File: config.mk
export PLATFORM = sky130hd
export DESIGN_NAME = seg7_scan_mux_flat
export DESIGN_NICKNAME = d
export VERILOG_FILES = /design/src/rtl/seg7_scan_mux_if.sv /design/src/rtl/seg7_scan_mux.sv /design/src/flat_wrapper.sv
export SDC_FILE = /design/constraint.sdc
export NUM_CORES = 1
export LEC_CHECK = 0
export ABC_AREA = 1
export ABC_CLOCK_PERIOD_IN_PS = 3100
export CAP_MARGIN = 40
export CORE_ASPECT_RATIO = 1.1
export CORE_UTILIZATION = 30
export CTS_BUF_LIST = sky130_fd_sc_hd__clkbuf_8
export DETAILED_ROUTE_END_ITERATION = 12
export PLACE_DENSITY = 0.53
export SLEW_MARGIN = 30
export SYNTH_ARGS = -nofsm -noshare
export SYNTH_HDL_FRONTEND = slang
export SYNTH_SLANG_ARGS = --single-unit
export TNS_END_PERCENT = 10
File: constraint.sdc
create_clock -name CLK -period 3.1 [get_ports CLK]
set_input_delay 0.465 -clock CLK [delete_from_list [all_inputs] [get_ports CLK]]
set_output_delay 0.465 -clock CLK [all_outputs]
set_load 0.02 [all_outputs]
File: src/rtl/seg7_scan_mux_if.sv
// Bus bundle for seg7_scan_mux.
//   master: the side that supplies display data (value, dp_in, load, lz_blank)
//           and observes the scanner outputs.
//   slave : the scanner itself.
// Signals:
//   value       4*DIGITS hex nibbles, nibble i drives digit i
//   dp_in       decimal point request per digit
//   load        single-cycle strobe capturing value/dp_in into staging
//   lz_blank    1 = blank leading zero digits
//   seg         segments {a,b,c,d,e,f,g}
//   dp          decimal point
//   en          digit enables
//   scan_idx    digit currently in slot
//   frame_start one-cycle pulse on the first output cycle of slot 0
interface seg7_scan_mux_if #(
  parameter int unsigned DIGITS = 2
);
  localparam int unsigned IW = (DIGITS > 1) ? $clog2(DIGITS) : 1;

  logic [4*DIGITS-1:0] value;
  logic [DIGITS-1:0]   dp_in;
  logic                load;
  logic                lz_blank;
  logic [6:0]          seg;
  logic                dp;
  logic [DIGITS-1:0]   en;
  logic [IW-1:0]       scan_idx;
  logic                frame_start;

  modport master (
    output value, dp_in, load, lz_blank,
    input  seg, dp, en, scan_idx, frame_start
  );

  modport slave (
    input  value, dp_in, load, lz_blank,
    output seg, dp, en, scan_idx, frame_start
  );
endinterface

File: src/rtl/seg7_scan_mux.sv
// Time-multiplexed 7-segment scanner with hex encoding, per-slot blanking
// window, double-buffered loading, leading-zero blanking and selectable
// output polarities.
// Ports:
//   CLK  system clock
//   rst  synchronous reset, active-high
//   bus  seg7_scan_mux_if.slave (data in, segment/enable/status out)
// All outputs are registered: outputs in cycle n+1 reflect (idx, tick) of
// cycle n.
module seg7_scan_mux #(
  parameter int unsigned DIGITS         = 2,
  parameter int unsigned DWELL          = 64,
  parameter int unsigned BLANK          = 4,
  parameter bit          SEG_ACTIVE_LOW = 1'b0,
  parameter bit          EN_ACTIVE_LOW  = 1'b1
) (
  input logic            CLK,
  input logic            rst,
  seg7_scan_mux_if.slave bus
);
  localparam int unsigned IW = (DIGITS > 1) ? $clog2(DIGITS) : 1;
  localparam int unsigned TW = $clog2(DWELL);
  localparam logic [6:0]        SEG_MASK = {7{SEG_ACTIVE_LOW}};
  localparam logic [DIGITS-1:0] EN_MASK  = {DIGITS{EN_ACTIVE_LOW}};

  logic [TW-1:0]       tick_q, tick_d;
  logic [IW-1:0]       idx_q, idx_d;
  logic [4*DIGITS-1:0] stage_val_q, stage_val_d;
  logic [DIGITS-1:0]   stage_dp_q, stage_dp_d;
  logic [4*DIGITS-1:0] disp_val_q, disp_val_d;
  logic [DIGITS-1:0]   disp_dp_q, disp_dp_d;
  logic                pending_q, pending_d;
  logic                first_q, first_d;
  logic [6:0]          seg_q, seg_d;
  logic                dp_q, dp_d;
  logic [DIGITS-1:0]   en_q, en_d;
  logic [IW-1:0]       scan_idx_q, scan_idx_d;
  logic                frame_start_q, frame_start_d;

  logic                last_tick, wrap, xfer, active, upper_zero, lz_hide, cur_dp;
  logic [3:0]          cur_nib;
  logic [DIGITS-1:0]   onehot;

  function automatic logic [6:0] encode(input logic [3:0] nib);
    case (nib)
      4'h0: encode = 7'b1111110;
      4'h1: encode = 7'b0110000;
      4'h2: encode = 7'b1101101;
      4'h3: encode = 7'b1111001;
      4'h4: encode = 7'b0110011;
      4'h5: encode = 7'b1011011;
      4'h6: encode = 7'b1011111;
      4'h7: encode = 7'b1110000;
      4'h8: encode = 7'b1111111;
      4'h9: encode = 7'b1111011;
      4'hA: encode = 7'b1110111;
      4'hB: encode = 7'b0011111;
      4'hC: encode = 7'b1001110;
      4'hD: encode = 7'b0111101;
      4'hE: encode = 7'b1001111;
      default: encode = 7'b1000111;
    endcase
  endfunction

  always_comb begin
    last_tick = (tick_q == TW'(DWELL - 1));
    wrap      = last_tick && (idx_q == IW'(DIGITS - 1));
    tick_d    = last_tick ? '0 : tick_q + TW'(1);
    idx_d     = idx_q;
    if (last_tick) idx_d = (idx_q == IW'(DIGITS - 1)) ? '0 : idx_q + IW'(1);
    first_d   = 1'b0;

    // Staging -> display only at the frame boundary; a load in the same
    // cycle lands in staging after the old staged data has moved across.
    xfer        = pending_q && (wrap || first_q);
    stage_val_d = stage_val_q;
    stage_dp_d  = stage_dp_q;
    disp_val_d  = disp_val_q;
    disp_dp_d   = disp_dp_q;
    pending_d   = pending_q;
    if (xfer) begin
      disp_val_d = stage_val_q;
      disp_dp_d  = stage_dp_q;
      pending_d  = 1'b0;
    end
    if (bus.load) begin
      stage_val_d = bus.value;
      stage_dp_d  = bus.dp_in;
      pending_d   = 1'b1;
    end

    cur_nib = '0;
    cur_dp  = 1'b0;
    onehot  = '0;
    for (int unsigned i = 0; i < DIGITS; i++) begin
      onehot[i] = (IW'(i) == idx_q);
      if (IW'(i) == idx_q) begin
        cur_nib = disp_val_q[4*i +: 4];
        cur_dp  = disp_dp_q[i];
      end
    end

    // A digit is a leading zero when it and every higher digit is zero and
    // none of them requests a decimal point.
    upper_zero = 1'b1;
    for (int unsigned i = 0; i < DIGITS; i++) begin
      if (i >= 32'(idx_q) && (disp_val_q[4*i +: 4] != 4'h0 || disp_dp_q[i]))
        upper_zero = 1'b0;
    end
    lz_hide = bus.lz_blank && (idx_q != '0) && upper_zero;

    active        = 32'(tick_q) >= BLANK;
    en_d          = (active ? onehot : '0) ^ EN_MASK;
    seg_d         = ((active && !lz_hide) ? encode(cur_nib) : 7'b0000000) ^ SEG_MASK;
    dp_d          = (active && cur_dp) ^ SEG_ACTIVE_LOW;
    scan_idx_d    = idx_q;
    frame_start_d = (tick_q == '0) && (idx_q == '0);
  end

  always_ff @(posedge CLK) begin
    if (rst) begin
      tick_q        <= '0;
      idx_q         <= '0;
      stage_val_q   <= '0;
      stage_dp_q    <= '0;
      disp_val_q    <= '0;
      disp_dp_q     <= '0;
      pending_q     <= 1'b0;
      first_q       <= 1'b1;
      seg_q         <= SEG_MASK;
      dp_q          <= SEG_ACTIVE_LOW;
      en_q          <= EN_MASK;
      scan_idx_q    <= '0;
      frame_start_q <= 1'b0;
    end else begin
      tick_q        <= tick_d;
      idx_q         <= idx_d;
      stage_val_q   <= stage_val_d;
      stage_dp_q    <= stage_dp_d;
      disp_val_q    <= disp_val_d;
      disp_dp_q     <= disp_dp_d;
      pending_q     <= pending_d;
      first_q       <= first_d;
      seg_q         <= seg_d;
      dp_q          <= dp_d;
      en_q          <= en_d;
      scan_idx_q    <= scan_idx_d;
      frame_start_q <= frame_start_d;
    end
  end

  assign bus.seg         = seg_q;
  assign bus.dp          = dp_q;
  assign bus.en          = en_q;
  assign bus.scan_idx    = scan_idx_q;
  assign bus.frame_start = frame_start_q;
endmodule

File: src/flat_wrapper.sv
// flat-port wrapper written by rule: the top's interface ports become plain ports
module seg7_scan_mux_flat 
#(
  parameter int unsigned DIGITS         = 2,
  parameter int unsigned DWELL          = 64,
  parameter int unsigned BLANK          = 4,
  parameter bit          SEG_ACTIVE_LOW = 1'b0,
  parameter bit          EN_ACTIVE_LOW  = 1'b1
)
  (CLK, rst, bus_value, bus_dp_in, bus_load, bus_lz_blank, bus_seg, bus_dp, bus_en, bus_scan_idx, bus_frame_start);
  seg7_scan_mux_if #(.DIGITS(DIGITS)) bus_i ();
  input logic CLK;
  input logic rst;
  input wire logic [$bits(bus_i.value)-1:0] bus_value;
  input wire logic [$bits(bus_i.dp_in)-1:0] bus_dp_in;
  input wire logic [$bits(bus_i.load)-1:0] bus_load;
  input wire logic [$bits(bus_i.lz_blank)-1:0] bus_lz_blank;
  output wire logic [$bits(bus_i.seg)-1:0] bus_seg;
  output wire logic [$bits(bus_i.dp)-1:0] bus_dp;
  output wire logic [$bits(bus_i.en)-1:0] bus_en;
  output wire logic [$bits(bus_i.scan_idx)-1:0] bus_scan_idx;
  output wire logic [$bits(bus_i.frame_start)-1:0] bus_frame_start;
  assign bus_i.value = bus_value;
  assign bus_i.dp_in = bus_dp_in;
  assign bus_i.load = bus_load;
  assign bus_i.lz_blank = bus_lz_blank;
  assign bus_seg = bus_i.seg;
  assign bus_dp = bus_i.dp;
  assign bus_en = bus_i.en;
  assign bus_scan_idx = bus_i.scan_idx;
  assign bus_frame_start = bus_i.frame_start;
  seg7_scan_mux #(.DIGITS(DIGITS), .DWELL(DWELL), .BLANK(BLANK), .SEG_ACTIVE_LOW(SEG_ACTIVE_LOW), .EN_ACTIVE_LOW(EN_ACTIVE_LOW)) u_core (.CLK(CLK), .rst(rst), .bus(bus_i));
endmodule
After elaboration in Yosys (flattened, before gate mapping)
Memory sizes are Yosys's and may differ from the RTL's. A register that Yosys moved wholly into a read port is not among the register bits. Cells that the tools add are included.

Memories kept: 1. Register bits: 34. ROM bits: 112. Latch bits: 0. RAM bits: 0. Input bits: 14.

Shift operators: 0. Add/subtract/negate cells: 2. $mul: 0. Mux-type cells: 9. Bitwise operators: 3. Reduce and logical (&&, ||, !) cells: 18. Equality and inequality tests: 1. Order comparisons: 2. Divide/modulo/power cells: 0.

Memories: (name not given) (depth 16, width 7, read ports 1, clocked after memory_dff 1, wr ports 0, RTL line seg7_scan_mux.sv:45) `case (nib)`.

Operators by type and width (number): logical AND 1 bit (8); nonzero test 4 bit (2); 2-to-1 mux 1 bit (7); adder 6 x 1 -> 6 bit (second input constant) (1); equality test 6 bit (second input constant) (1); greater-or-equal comparator 6 x 3 -> 1 bit (second input constant) (1); zero test 6 bit (1); 2-to-1 mux 4 bit (1); OR reduction 2 bit (2); logical OR 1 bit (3); 2-to-1 mux 2 bit (1); NOT 1 bit (2); NOT 2 bit (1); nonzero test 2 bit (1); adder 1 bit (second input constant) (1); greater-or-equal comparator 1 bit (first input constant) (1); zero test 1 bit (1).

Longest topological paths before layout
Gate-level depths: netlist (run 1).

Depth after elaboration: 10. Gate-level depth with buffers: 11. Mapped depth without buffers: 11.

Worst setup path before layout (run 1)
OpenSTA, ideal clock, no wires.

Path type: register to register. Start: register u_core.idx_q. End: register u_core.seg_q[6] (netlist: u_core.bus.seg[6]). Setup slack: 1490 ps. Buffers on the path: 1. Required time: 3030 ps. Stages on the path, launching flop included: 8. Arrival time: 1540 ps. Cells stage by stage: dfxtp_1 -> clkbuf_8 -> o21ai_0 -> inv_1 -> ha_1 -> a21oi_1 -> nand2_1 -> a21oi_1.

Cells in the longest elaborated chain, start to end: 9. Elaborated cells between the ends (all ways): 11.

Ends and longest elaborated chain: start: declaration (RTL line seg7_scan_mux.sv:27) `logic [IW-1:0] idx_q, idx_d;`; start signal: assignment (RTL line seg7_scan_mux.sv:137) `idx_q <= idx_d;`; greater-or-equal comparator 1 bit (RTL line seg7_scan_mux.sv:107) `if (i >= 32'(idx_q) && (disp_val_q[4*i +: 4] != 4'h0 || disp_dp_q[i]))`; logical AND 1 bit (RTL line seg7_scan_mux.sv:107); 2-to-1 mux 1 bit (2 in a row) (RTL line seg7_scan_mux.sv:107); logical AND 1 bit (RTL line seg7_scan_mux.sv:110) `lz_hide = bus.lz_blank && (idx_q != '0) && upper_zero;`; zero test 1 bit (RTL line seg7_scan_mux.sv:114) `seg_d = ((active && !lz_hide) ? encode(cur_nib) : 7'b0000000) ^ SEG_MASK;`; logical AND 1 bit (RTL line seg7_scan_mux.sv:114); NOT 1 bit (no source line); OR reduction 2 bit (no source line); end: declaration (RTL line seg7_scan_mux.sv:34) `logic [6:0] seg_q, seg_d;`.

Parallel ways exist; a longest one is shown, timed or not. A chain may end at the register's enable or synchronous reset.

Final worst setup path (run 1)
Same ends and word-level chain as after synthesis.

==> results of run 1 <==
## final cells by class
cell class              count  area [um2]
multi-input cells         153         798
flip-flops and latches     41         821
well taps                  77        96.3
inverters                  36         140
repair buffers             26         258
clock buffers               5        68.8
fillers                   636        3640
clock inverters             3        17.5
## power by group
group / internal [mW] / leakage [nW] / total [mW] / switching, mW
Clock: 0.155 / 0.0439 / 0.336 / 0.181
Combinational: 0.0556 / 0.538 / 0.125 / 0.0690
Sequential: 0.552 / 0.336 / 0.568 / 0.0164
Total: 0.763 / 0.918 / 1.03 / 0.266
## Yosys cell counts
cell | instances | area [um2]
a21oi_1 | 28 | 140
a21oi_2 | 1 | 8.76
buf_1 | 1 | 3.75
buf_12 | 1 | 20.0
buf_2 | 1 | 5.00
buf_6 | 1 | 11.3
clkbuf_1 | 3 | 11.3
clkbuf_4 | 1 | 7.51
clkbuf_8 | 1 | 13.8
dfxtp_1 | 41 | 821
ha_1 | 9 | 113
inv_1 | 33 | 124
inv_2 | 2 | 7.51
inv_6 | 1 | 8.76
nand2_1 | 42 | 158
nand2_2 | 2 | 12.5
nand2_4 | 1 | 11.3
nand3_1 | 21 | 105
nand3_4 | 1 | 17.5
nand4_1 | 1 | 6.26
nor2_1 | 25 | 93.8
nor2_4 | 1 | 11.3
nor3_1 | 2 | 10.0
nor4_1 | 1 | 6.26
o21ai_0 | 16 | 80.1
o21ai_4 | 1 | 16.3
xor2_1 | 1 | 8.76
## sequential cells by signal, summed over array words and instances (netlist names)
signal,count
u_core.pending_q,1
u_core.bus.dp,1
u_core.stage_val_q,8
u_core.bus.scan_idx,1
u_core.bus.seg,7
u_core.first_q,1
u_core.bus.en,2
u_core.tick_q,6
u_core.stage_dp_q,2
u_core.idx_q,1
u_core.disp_dp_q,2
u_core.disp_val_q,8
u_core.bus.frame_start,1
## final timing paths
check	from	endpoint	slack, ns	cells past startpoint
setup reg to reg	u_core.idx_q	u_core.bus.seg[6]	1.22	7
hold reg to reg	u_core.stage_val_q[4]	u_core.stage_val_q[4]	0.46	2
setup / recovery	u_core.idx_q	u_core.bus.seg[6]	1.22	7
hold / removal	u_core.stage_val_q[4]	u_core.stage_val_q[4]	0.46	2
## per-layer routing
layer	wire length [um]	global-route usage, %	vias to the layer above	part of all wire, %
met5	0	0	-	0
met2	1310	17.0	30	41
met4	31	5.24	0	0.97
met1	1740	14.4	607	55
met3	108	3.61	2	3.4
li1	-	-	801	-
## worst reg2reg max path, delay by kind of cell (launching register included)
| family | cells | cell delay [ns] |
|---|---|---|
| simple gates | 2 | 0.21 |
| compound gates | 3 | 0.55 |
| buf+inv | 1 | 0.16 |
| flops | 1 | 0.64 |
| fa+ha+maj | 1 | 0.25 |
## cells by family after synthesis
| family | after synthesis |
|---|---|
| adder cells (fa/ha/maj) | 9 |
| AO/OA/AOI/OAI | 46 |
| AND/OR/NAND/NOR | 97 |
| XOR/XNOR | 1 |
| buffers and inverters | 45 |
| flip-flops | 41 |
## per-stage QoR
step                      hold slack [ns]  cell area, um2
after floorplan                     0.430            1830
after global placement              0.444            2110
after global routing                0.492            2200
after CTS                           0.461            2200
after detailed placement            0.449            2110
final                               0.459            2200
==> impl_results.md, run 1 <==
- Status: finished clean
- Required time worst endpoint: 3.32 ns
- Final Cycle Share: 60.7%
- Startpoint Class: flop
- Die Wd: 76.5 um
- Synthesis warning total: 0
- Slew Limit Fails: 0
- Placed Cells: 333
- Pre-CTS WS: 1.22 ns
- RSZ-0062 raised after global routing: false
- Synthesis-to-layout area growth: 20.1%
- Antenna violations before repair: 0
- Synth Area in Adders: 6.15%
- Setup-failing EPs final: 0
- Synth Area in Compound Gates: 13.4%
- DR DRC count: 0
- Die height: 84.0 um
- # diodes: 0
- Crit Path Max Fanout: 10
- Synthesized area: 1830 um2
- GRT Residual Overflow: 0
- Setup Crit Path Kind: reg -> reg
- Via Count: 1440
- Fin Clk Skew: 0.00607 ns
- Cell-by-cell trace of the critical path: nand2_1 -> o21ai_0 -> inv_1 -> ha_1 -> a21oi_1 -> nand2_1 -> a21oi_1
- Register area share after synthesis: 44.8%
- Final Core Density: 37.7%
- Synth Register Bits: 41
- Post-synthesis xor/xnor area fraction: 0.478%
- Count of different cell masters after synthesis: 27
- Post-Syn Area per Cell: 7.66 um2
- Fin Setup TNS: 0 ns
- Bufs and invs on worst path: 1
- TritonRoute pass-1 iters: 4
- Initial core utilization: 31.4%
- Ports: 26
- Net count after synthesis: 262
- Initial DRC Count: 43
- Crit-path leading delay family: flip-flops
- Largest stage delay on the critical path: 0.64 ns
- Leak: 0.918 nW
- Setup ws final: 1.22 ns
- Final GP Congestion: 0.746
- Setup bufs post-CTS: 0
- H-Tree Depth: 2
- Most frequent cells in the layout: nand2_1 (42), dfxtp_1 (41), inv_1 (33), a21oi_1 (28)
- Critical Path Sink Type: flop
- Max VDD drop: 230 uV
- Row count: 29
- Multiplexer area fraction after synthesis: 0%
- Detailed-route vias per instance: 4.22
- PortBufs: 25
- MaxCap Viol Count: 0
- Largest net degree at the start of global routing: 22
- Final hold violation count: 0
- Upper clock frequency limit: 532 MHz
- Synthesized netlist cell count: 239
- Final nets: 286
- Slew headroom: 52.2%
- PostCTS Resize Cnt: 0
- Pwr Total: 1.03 mW
- Post-detailed-route count of antenna-violating nets: 0
- Simple-Gate Fraction of Synth Area: 23.6%
- Commonest non-fill, non-tap cell in the layout: nand2_1
- CTS Buf Count: 5
- DIE AREA: 6420 um2
- Avg WL per Cell: 9.35 um
- Drt total wl: 3190 um
- Worst Hold Class: reg -> reg
- CTS tree: built
- Crit path DAT: 2.10 ns
- Share of cells above drive strength 1: 7.20%
- Vias in the first global route: 1321
- Non-Filler Instances: 341
- Tot GR Track Use: 11.2%
- Clock slew at reported path FFs: 0.08 ns
- Least-Margin Pin Slew: 0.716 ns
- Hold buffers post-CTS: 0
- Clock root buffer: clkbuf_8
- HPWL after detailed placement: 2320 um
- Slowest CP cell: dfxtp_1
- First-pass GRT wire length: 5840 um
- Main combinational cell family by area after synthesis: simple AND/OR/NAND/NOR gates
- CTS max path bufs: 2
- Crit path time final: 1.88 ns
- Pwr Density: 468 nW/um2
- Core box area: 5840 um2
- Sink Count: 41
- Worst-skew pair later-pin latency: 0.28 ns
No activity file was read; power rests on OpenSTA's default activity.
==> inputs of run 2 (changes only) <==
--- a/config.mk
+++ b/config.mk
@@ -6,7 +6,7 @@
 export NUM_CORES = 1
 export LEC_CHECK = 0
 export ABC_AREA = 1
-export ABC_CLOCK_PERIOD_IN_PS = 3100
+export ABC_CLOCK_PERIOD_IN_PS = 1950
 export CAP_MARGIN = 40
 export CORE_ASPECT_RATIO = 1.1
 export CORE_UTILIZATION = 30
==> constraint.sdc (replaced) <==
create_clock -name CLK -period 1.95 [get_ports CLK]
set_input_delay 0.2925 -clock CLK [delete_from_list [all_inputs] [get_ports CLK]]
set_output_delay 0.2925 -clock CLK [all_outputs]
set_load 0.02 [all_outputs]
==> run 2 against run 1 <==
  * Sequential share of layout area down 0.46 points
  * Die area unchanged
  * First-iteration DRC count up 4.7%
==> impl_results.md, run 2 (synthesis gave the netlist of run 1 again) <==
- # diodes: 0
- Combinational share of power: 12.6%
- Antenna violations before repair: 0
- Drt total wl: 3210 um
- Critical Path Sink Type: flop
- Max Used Layer: met4
- Synthesis-to-layout area growth: 21.6%
- MaxCap Viol Count: 0
- Die height: 84.0 um
- Final hold violation count: 0
- Largest net degree at the start of global routing: 22
- Startpoint Class: flop
- Sink Count: 41
- Pwr Total: 1.67 mW
- Clock network fraction of total power: 33.8%
- Via Count: 1452
- Leak: 0.925 nW
- Reg2Reg Setup Slack: 0.40 ns
- CTS Buf Count: 5
- Status: finished clean
- HPWL after detailed placement: 2320 um
- Core box area: 5840 um2
- Largest stage delay on the critical path: 0.41 ns
- Switching pwr: 0.449 mW
- Sw Share: 26.9%
- DR DRC count: 0
- Initial DRC Count: 45
- Cell-by-cell trace of the critical path: nand2_1 -> o21ai_1 -> inv_1 -> ha_1 -> a21oi_1 -> nand2_1 -> a21oi_1
- Vias in the first global route: 1254
- Sequential share of power: 53.7%
- CTS max path bufs: 2
- Avg WL per Cell: 9.33 um
- H-Tree Depth: 2
- Internal power: 1.22 mW
- Setup Crit Path Kind: reg -> reg
- Share of cells above drive strength 1: 8.24%
- CTS tree: built
- Crit path DAT: 1.78 ns
- Required time worst endpoint: 2.19 ns
- DIE AREA: 6420 um2
- Upper clock frequency limit: 647 MHz
- GRT Residual Overflow: 0
- Worst-skew pair later-pin latency: 0.30 ns
- Crit Path Max Fanout: 6
- Clock slew at reported path FFs: 0.09 ns
- WL met1: 1660 um
- Worst Hold Class: reg -> reg
- Least-Margin Pin Slew: 0.493 ns
- Most frequent cells in the layout: nand2_1 (42), dfxtp_1 (41), inv_1 (33), a21oi_1 (28)
- Met2 Routed Length: 1340 um
- RSZ-0062 raised after global routing: false
- Slowest CP cell: dfxtp_1
- Final Core Density: 38.1%
- Fin Clk Skew: 0.00828 ns
- Ports: 26
- Pwr Density: 750 nW/um2
- Final GP Congestion: 0.782
- Clock root buffer: clkbuf_8
- Detailed-route vias per instance: 4.22
- Commonest non-fill, non-tap cell in the layout: nand2_1
- Initial core utilization: 31.4%
- Row count: 29
- Slew Limit Fails: 0
- Die Wd: 76.5 um
- TritonRoute pass-1 iters: 4
- Final nets: 289
- Tot GR Track Use: 10.8%
- PortBufs: 25
- Final Cycle Share: 79.3%
- Setup-failing EPs final: 0
- Crit path time final: 1.55 ns
- Max VDD drop: 364 uV
- First-pass GRT wire length: 5550 um
- Fin Setup TNS: 0 ns
- Slew headroom: 67.1%
- Setup bufs post-CTS: 0
- Met3 Routed Length: 168 um
- Post-detailed-route count of antenna-violating nets: 0
## run 2: metal layers
metal  vias up  track usage [%]
met5         -                0
met4         0             4.37
met3         5             3.39
met2        39             16.0
met1       602             14.4
li1        806                -
## run 2: cell type report
class | instances | area (um2)
inverter | 36 | 140
clock buffer | 5 | 68.8
tap | 77 | 96.3
timing repair buffer | 29 | 280
fill | 636 | 3610
multi-input combinational | 153 | 798
clock inverter | 3 | 22.5
sequential | 41 | 821
## run 2: path summary, 6_finish.rpt
check | start | cells after the start | to
hold / removal | u_core.stage_val_q[7] | 2 | u_core.stage_val_q[7]
setup reg to reg | u_core.idx_q | 7 | u_core.bus.seg[6]
setup / recovery | u_core.idx_q | 7 | u_core.bus.seg[6]
hold reg to reg | u_core.stage_val_q[7] | 2 | u_core.stage_val_q[7]
## run 2: power by group through the flow
| stage | Combinational, mW | Sequential [mW] | Clock [mW] |
|---|---|---|---|
| floorplan | 0.140 | 0.922 | 0 |
| global placement | 0.211 | 0.915 | 0 |
| detailed placement | 0.211 | 0.916 | 0 |
| CTS | 0.212 | 0.897 | 0.590 |
| global route | 0.240 | 0.902 | 0.627 |
| finish | 0.210 | 0.896 | 0.564 |
## run 2: repair_timing
action / in CTS / in global routing
hold buffers: 0 / 0
endpoints found under the hold margin: 0 / 0
gates resized for setup: 0 / 1
endpoints found under the setup margin: 0 / 1
## run 2: through the flow
stage | cell area, um2 | cells | hold WS, ns | setup slack, ns
finish | 2230 | 344 | 0.461 | 0.405
CTS | 2230 | 344 | 0.465 | 0.244
detailed placement | 2140 | 336 | 0.453 | 0.274
global placement | 2140 | 336 | 0.445 | 0.337
floorplan | 1830 | 239 | 0.320 | 0.340
global route | 2230 | 344 | 0.481 | 0.0974
## run 2: worst max-delay path, delay by kind of cell, from the launching register on
kind            cells  cell delay, ns
compound gates      3            0.52
flops               1            0.41
fa+ha+maj           1            0.23
buf+inv             1            0.14
simple gates        2            0.17
==> inputs of run 3 (changes only) <==
--- a/config.mk
+++ b/config.mk
@@ -6,13 +6,13 @@
 export NUM_CORES = 1
 export LEC_CHECK = 0
 export ABC_AREA = 1
-export ABC_CLOCK_PERIOD_IN_PS = 1950
+export ABC_CLOCK_PERIOD_IN_PS = 1400
 export CAP_MARGIN = 40
 export CORE_ASPECT_RATIO = 1.1
 export CORE_UTILIZATION = 30
 export CTS_BUF_LIST = sky130_fd_sc_hd__clkbuf_8
 export DETAILED_ROUTE_END_ITERATION = 12
-export PLACE_DENSITY = 0.53
+export PLACE_DENSITY = 0.55
 export SLEW_MARGIN = 30
 export SYNTH_ARGS = -nofsm -noshare
 export SYNTH_HDL_FRONTEND = slang
==> constraint.sdc (replaced) <==
create_clock -name CLK -period 1.4 [get_ports CLK]
set_input_delay 0.21 -clock CLK [delete_from_list [all_inputs] [get_ports CLK]]
set_output_delay 0.21 -clock CLK [all_outputs]
set_load 0.02 [all_outputs]
==> run 3 against run 2 <==
  * Fmax is 12% higher
  * Largest cell class is now multi-input combinational cells
  * Clock power is 97% higher
  * Utilization is 3.4 points higher
  * Critical path depth stayed put
  * Register-to-register slack worse by 0.38 ns
  * Global-route usage is 0.98 points higher
  * Routed wire length is 7.6% higher
  * Die area stayed put
  * Combinational power is 58% higher
  * Sequential power is 40% higher
  * Highest routed layer unchanged
  * Critical endpoint unchanged
  * Cell area is 8.8% higher
==> impl_results.md, run 3 (synthesis gave the netlist of run 1 again) <==
- Status: finished clean
- Max VDD drop: 497 uV
- Most frequent cells in the layout: nand2_1 (39), dfxtp_1 (36), inv_1 (28), a21oi_1 (25), nor2_1 (24)
- FF-to-FF path depth: 7
- PortBufs: 25
- CTS Buf Count: 5
- HPWL after detailed placement: 2360 um
- Least-Margin Pin Slew: 0.497 ns
- Crit Path Max Fanout: 6
- Final hold violation count: 0
- Bufs and invs on worst path: 2
- MaxCap Viol Count: 0
- Non-Filler Instances: 355
- Hold buffers post-CTS: 0
- Crit path time final: 1.38 ns
- Die height: 84.0 um
- Core box area: 5840 um2
- Slew headroom: 66.9%
- Initial DRC Count: 76
- Multi-input logic area: 880 um2
- Crit path DAT: 1.61 ns
- Final GP Congestion: 0.824
- Crit-path leading delay family: compound AO/OA/AOI/OAI gates
- Ports: 26
- First-pass GRT wire length: 5960 um
- CTS max path bufs: 2
- Upper clock frequency limit: 725 MHz
- # diodes: 0
- Placed Cells: 342
- Detailed-route vias per instance: 4.24
- Placed Area: 2180 um2
- Worst Hold Path EP: u_core.stage_dp_q[1]
- Antenna violations before repair: 0
- GRT Residual Overflow: 0
- Largest net degree at the start of global routing: 22
- Share of cells above drive strength 1: 20.1%
- DR DRC count: 0
- Final nets: 300
- RSZ-0062 raised after global routing: true
- Slowest CP cell: dfxtp_4
- Reg2Reg Setup Slack: 0.02 ns
- Synthesis-to-layout area growth: 32.3%
- Required time worst endpoint: 1.63 ns
- Critical Path Sink Type: flop
- Avg WL per Cell: 9.72 um
- Sink Count: 41
- Largest stage delay on the critical path: 0.37 ns
- Worst hold stages: 2
- Tot GR Track Use: 11.8%
- H-Tree Depth: 2
- Startpoint Class: flop
- Row count: 29
- Post-detailed-route count of antenna-violating nets: 0
- Clock root buffer: clkbuf_8
- Hold_ws: 0.462 ns
- Setup Crit Path Kind: reg -> reg
- Final Cycle Share: 98.6%
- Vias in the first global route: 1349
- Final instance area: 2420 um2
- Reg2Reg Capture Point: u_core.bus.seg[6]
- Worst-skew pair later-pin latency: 0.29 ns
- Via Count: 1506
- CP Launch Point: u_core.idx_q
- TritonRoute pass-1 iters: 4
- Commonest non-fill, non-tap cell in the layout: nand2_1
- Clock slew at reported path FFs: 0.08 ns
- Pwr Density: 1110 nW/um2
- Critical R2R Launch: u_core.idx_q
- Register area: 830 um2
- DIE AREA: 6420 um2
- Slew Limit Fails: 0
- Worst Hold Class: reg -> reg
- Pwr Total: 2.69 mW
- Cell-by-cell trace of the critical path: buf_6 -> o21ai_4 -> inv_2 -> ha_2 -> a21oi_2 -> nand2_1 -> a21oi_1
- Setup-failing EPs final: 0
- CTS tree: built
- Hold_sp: u_core.stage_dp_q[1]
- Initial core utilization: 31.4%
- Drt total wl: 3450 um
- Fin Clk Skew: 0.00527 ns
- Die Wd: 76.5 um
- Leak: 1.05 nW
- Fillers: 623
==> run 3: cell types whose count changed in the layout (fill, tap and decap cells not counted), sizes merged <==
cell           delta
nand2             +1
buf              +10
clkinv            +1
clkinvlp          -3
dlygate4sd2      +12
clkdlybuf4s50    -12
bufinv            +2
==> run 3: layout make-up <==
class / count / share of cell area, %
repair buffers: 39 / 14.2
inverters: 36 / 5.78
well taps: 77 / 3.98
multi-input cells: 154 / 36.3
flip-flops and latches: 41 / 34.2
clock buffers: 5 / 2.84
clock inverters: 3 / 2.68
==> run 3: power breakdown <==
part           internal (mW)  switching (mW)  total (mW)  leakage [nW]
Sequential              1.22          0.0243        1.25         0.338
Combinational          0.148           0.185       0.332         0.642
Clock                  0.708           0.406        1.11        0.0681
Total                   2.08           0.615        2.69          1.05
==> run 3: per-layer routing <==
metal	GRT usage, %	share of wire (%)	up-vias
li1	-	-	833
met1	15.0	49	635
met5	0	0	-
met4	7.34	2.7	0
met3	2.84	3.9	5
met2	17.7	44	33
==> run 3: worst max-delay path by stage <==
stage                        endpoint  depth (start not counted)
floorplan           u_core.bus.seg[0]                          9
global placement    u_core.bus.seg[6]                          7
detailed placement  u_core.bus.seg[6]                          7
CTS                 u_core.bus.seg[0]                          9
global route        u_core.bus.seg[6]                          8
finish              u_core.bus.seg[6]                          7
==> run 3: stage by stage <==
step	TNS [ns]	worst slack, ns	util, %
after global routing	-0.129	-0.0375	41.5
after detailed placement	-0.135	-0.0501	37.4
after global placement	-0.0324	-0.0293	37.4
final	0	0.0199	41.5
after floorplan	-0.0513	-0.0344	-
after CTS	0	0.00155	39.7
==> run 3: what timing repair did <==
item | CTS | global route
setup endpoints to repair | 17 | 17
endpoints found under the hold margin | 0 | 0
setup buffers | 0 | 4
gates cloned | 0 | 1
pin swaps | 0 | 7
resized for setup | 16 | 27
==> run 3: worst min-delay path, cell delays in order, from the launching register on <==
cell and delay [ns]:
dfxtp_1 0.30, inv_1 0.06, a21oi_1 0.06
==> variant, RTL diff (config.mk and constraints of run 1) <==
`DIGITS` is set to 2 in 3 places; all go to 4.
--- a/src/rtl/seg7_scan_mux_if.sv
+++ b/src/rtl/seg7_scan_mux_if.sv
@@ -13,7 +13,7 @@
 //   scan_idx    digit currently in slot
 //   frame_start one-cycle pulse on the first output cycle of slot 0
 interface seg7_scan_mux_if #(
-  parameter int unsigned DIGITS = 2
+  parameter int unsigned DIGITS = 4
 );
   localparam int unsigned IW = (DIGITS > 1) ? $clog2(DIGITS) : 1;
 
--- a/src/rtl/seg7_scan_mux.sv
+++ b/src/rtl/seg7_scan_mux.sv
@@ -8,7 +8,7 @@
 // All outputs are registered: outputs in cycle n+1 reflect (idx, tick) of
 // cycle n.
 module seg7_scan_mux #(
-  parameter int unsigned DIGITS         = 2,
+  parameter int unsigned DIGITS         = 4,
   parameter int unsigned DWELL          = 64,
   parameter int unsigned BLANK          = 4,
   parameter bit          SEG_ACTIVE_LOW = 1'b0,
--- a/src/flat_wrapper.sv
+++ b/src/flat_wrapper.sv
@@ -1,7 +1,7 @@
 // flat-port wrapper written by rule: the top's interface ports become plain ports
 module seg7_scan_mux_flat 
 #(
-  parameter int unsigned DIGITS         = 2,
+  parameter int unsigned DIGITS         = 4,
   parameter int unsigned DWELL          = 64,
   parameter int unsigned BLANK          = 4,
   parameter bit          SEG_ACTIVE_LOW = 1'b0,
Ports: changed (resized bus_dp_in, bus_en, bus_scan_idx and bus_value); port bits go from 26 to 39. No check against the original RTL was run, so the function may have changed too.
==> variant against run 1 <==
  * Cell area is 64% higher
  * Sequential cell count increased by 24
  * Power rose by 86%
  * Sequential power is 59% higher
  * Die area rose by 59%
  * Wire length rose by 93%
  * Count of clock-buffer cells in the layout grew 5
  * Clock power grew 140%
  * Maximum frequency down 13%
  * Synthesized cell count grew 64%
  * Utilization rose by 0.65 points
  * Worst setup slack worse by 0.28 ns
  * Cell count up 61%
  * Synthesized area is 61% higher
==> variant: results (changes against run 1) <==
| Metric | Value |
|---|---|
| Status | `complete, no violations (unchanged)` |
| Total CTS buffers | `9 (was 5)` |
| Routed length on met2 | `2.72 mm (was 1.31 mm)` |
| #MultiIn Comb | `278 (was 153)` |
| Total area of sequential cells | `1300 µm² (was 821 µm²)` |
| Max incr delay on CP | `0.42 ns (was 0.64 ns)` |
| M1 WL | `3.09 mm (was 1.74 mm)` |
| Final clock-cell share | `6.30% (was 3.92%)` |
| Worst path top cell family by delay | `adder cells (was flip-flops)` |
| Pin count of the biggest net entering global routing | `46 (was 22)` |
| Grt met2 use | `19.9% (was 17.0%)` |
| Critical path peak fanout | `7 (was 10)` |
| Clock H-tree levels | `3 (was 2)` |
| Multi-input gate area | `1410 µm² (was 798 µm²)` |
| Iter 0 DRT Violations | `87 (was 43)` |
| Vias in the first global route | `2298 (was 1321)` |
| Met3 Wirelength | `206 µm (was 108 µm)` |
| VDD IR max | `0.171 mV (was 0.230 mV)` |
| Clock buf count | `10 (was 5)` |
| Worst slew margin | `58.2% (was 52.2%)` |
| Clk_lat worst skew | `0.34 ns (was 0.28 ns)` |
| Final nets | `465 (was 286)` |
| Seq_cells | `65 (was 41)` |
| First-pass GRT wire length | `10.6 mm (was 5.84 mm)` |
| Signal buf overhead | `11.6% (was 11.7%)` |
| Sequential element share of the synthesized area | `44.1% (was 44.8%)` |
| Global routing usage on met3 | `2.93% (was 3.61%)` |
| Commonest cells in the netlist | `nor2_1, dfxtp_1, nand2_1, a21oi_1, o21ai_0 (was nand2_1, dfxtp_1, inv_1, a21oi_1, nor2_1)` |
[variant: cell types whose count changed in the layout (fill, tap and decap cells not counted), moves of 7 or more]
cell,run 1,this run
nor2_1,25,74
dfxtp_1,41,65
nand2_1,42,62
a21oi_1,28,44
clkdlybuf4s50_1,25,38
nand3b_1,0,13
o21ai_0,16,29
inv_1,33,26
nand3_1,21,28
[variant: where the power goes]
group	switching [mW]	leakage [nW]	internal (mW)
sequential	0.0236	0.534	0.877
combinational	0.114	0.874	0.0929
clock	0.334	0.113	0.477
total	0.472	1.52	1.45
[variant: logic make-up (layout without fill, tap and decap cells)]
group,count (synthesis),in the layout,synth area share (%)
DFF,65,65,44.1
xor gates and xnor gates,2,2,0.594
and+or+nand+nor,183,183,26.8
AOI/OAI and AO/OA,78,78,14.1
buffers and inverters,49,88,8.10
adders and majority gates,15,15,6.36
[variant: stage by stage]
step	hold slack (ns)	setup slack, ns	std cells	area [µm²]	util (%)
final	0.458	0.944	548	3620	38.3
after global routing	0.485	0.726	548	3620	38.3
after CTS	0.459	0.947	547	3600	38.1
after detailed placement	0.449	0.891	531	3370	35.7
after global placement	0.445	0.981	531	3370	35.7
after floorplan	0.430	1.21	392	2950	-
[variant: worst min path at each step]
stage,from,endpoint,slack [ns],cells after the start
after floorplan,u_core.tick_q[0],u_core.tick_q[0],0.43,1
after CTS,u_core.stage_val_q[13],u_core.stage_val_q[13],0.46,2
final,u_core.stage_val_q[11],u_core.stage_val_q[11],0.46,2
after detailed placement,u_core.stage_val_q[13],u_core.stage_val_q[13],0.45,2
after global placement,u_core.stage_dp_q[2],u_core.stage_dp_q[2],0.44,2
after global routing,u_core.stage_val_q[11],u_core.stage_val_q[11],0.48,2
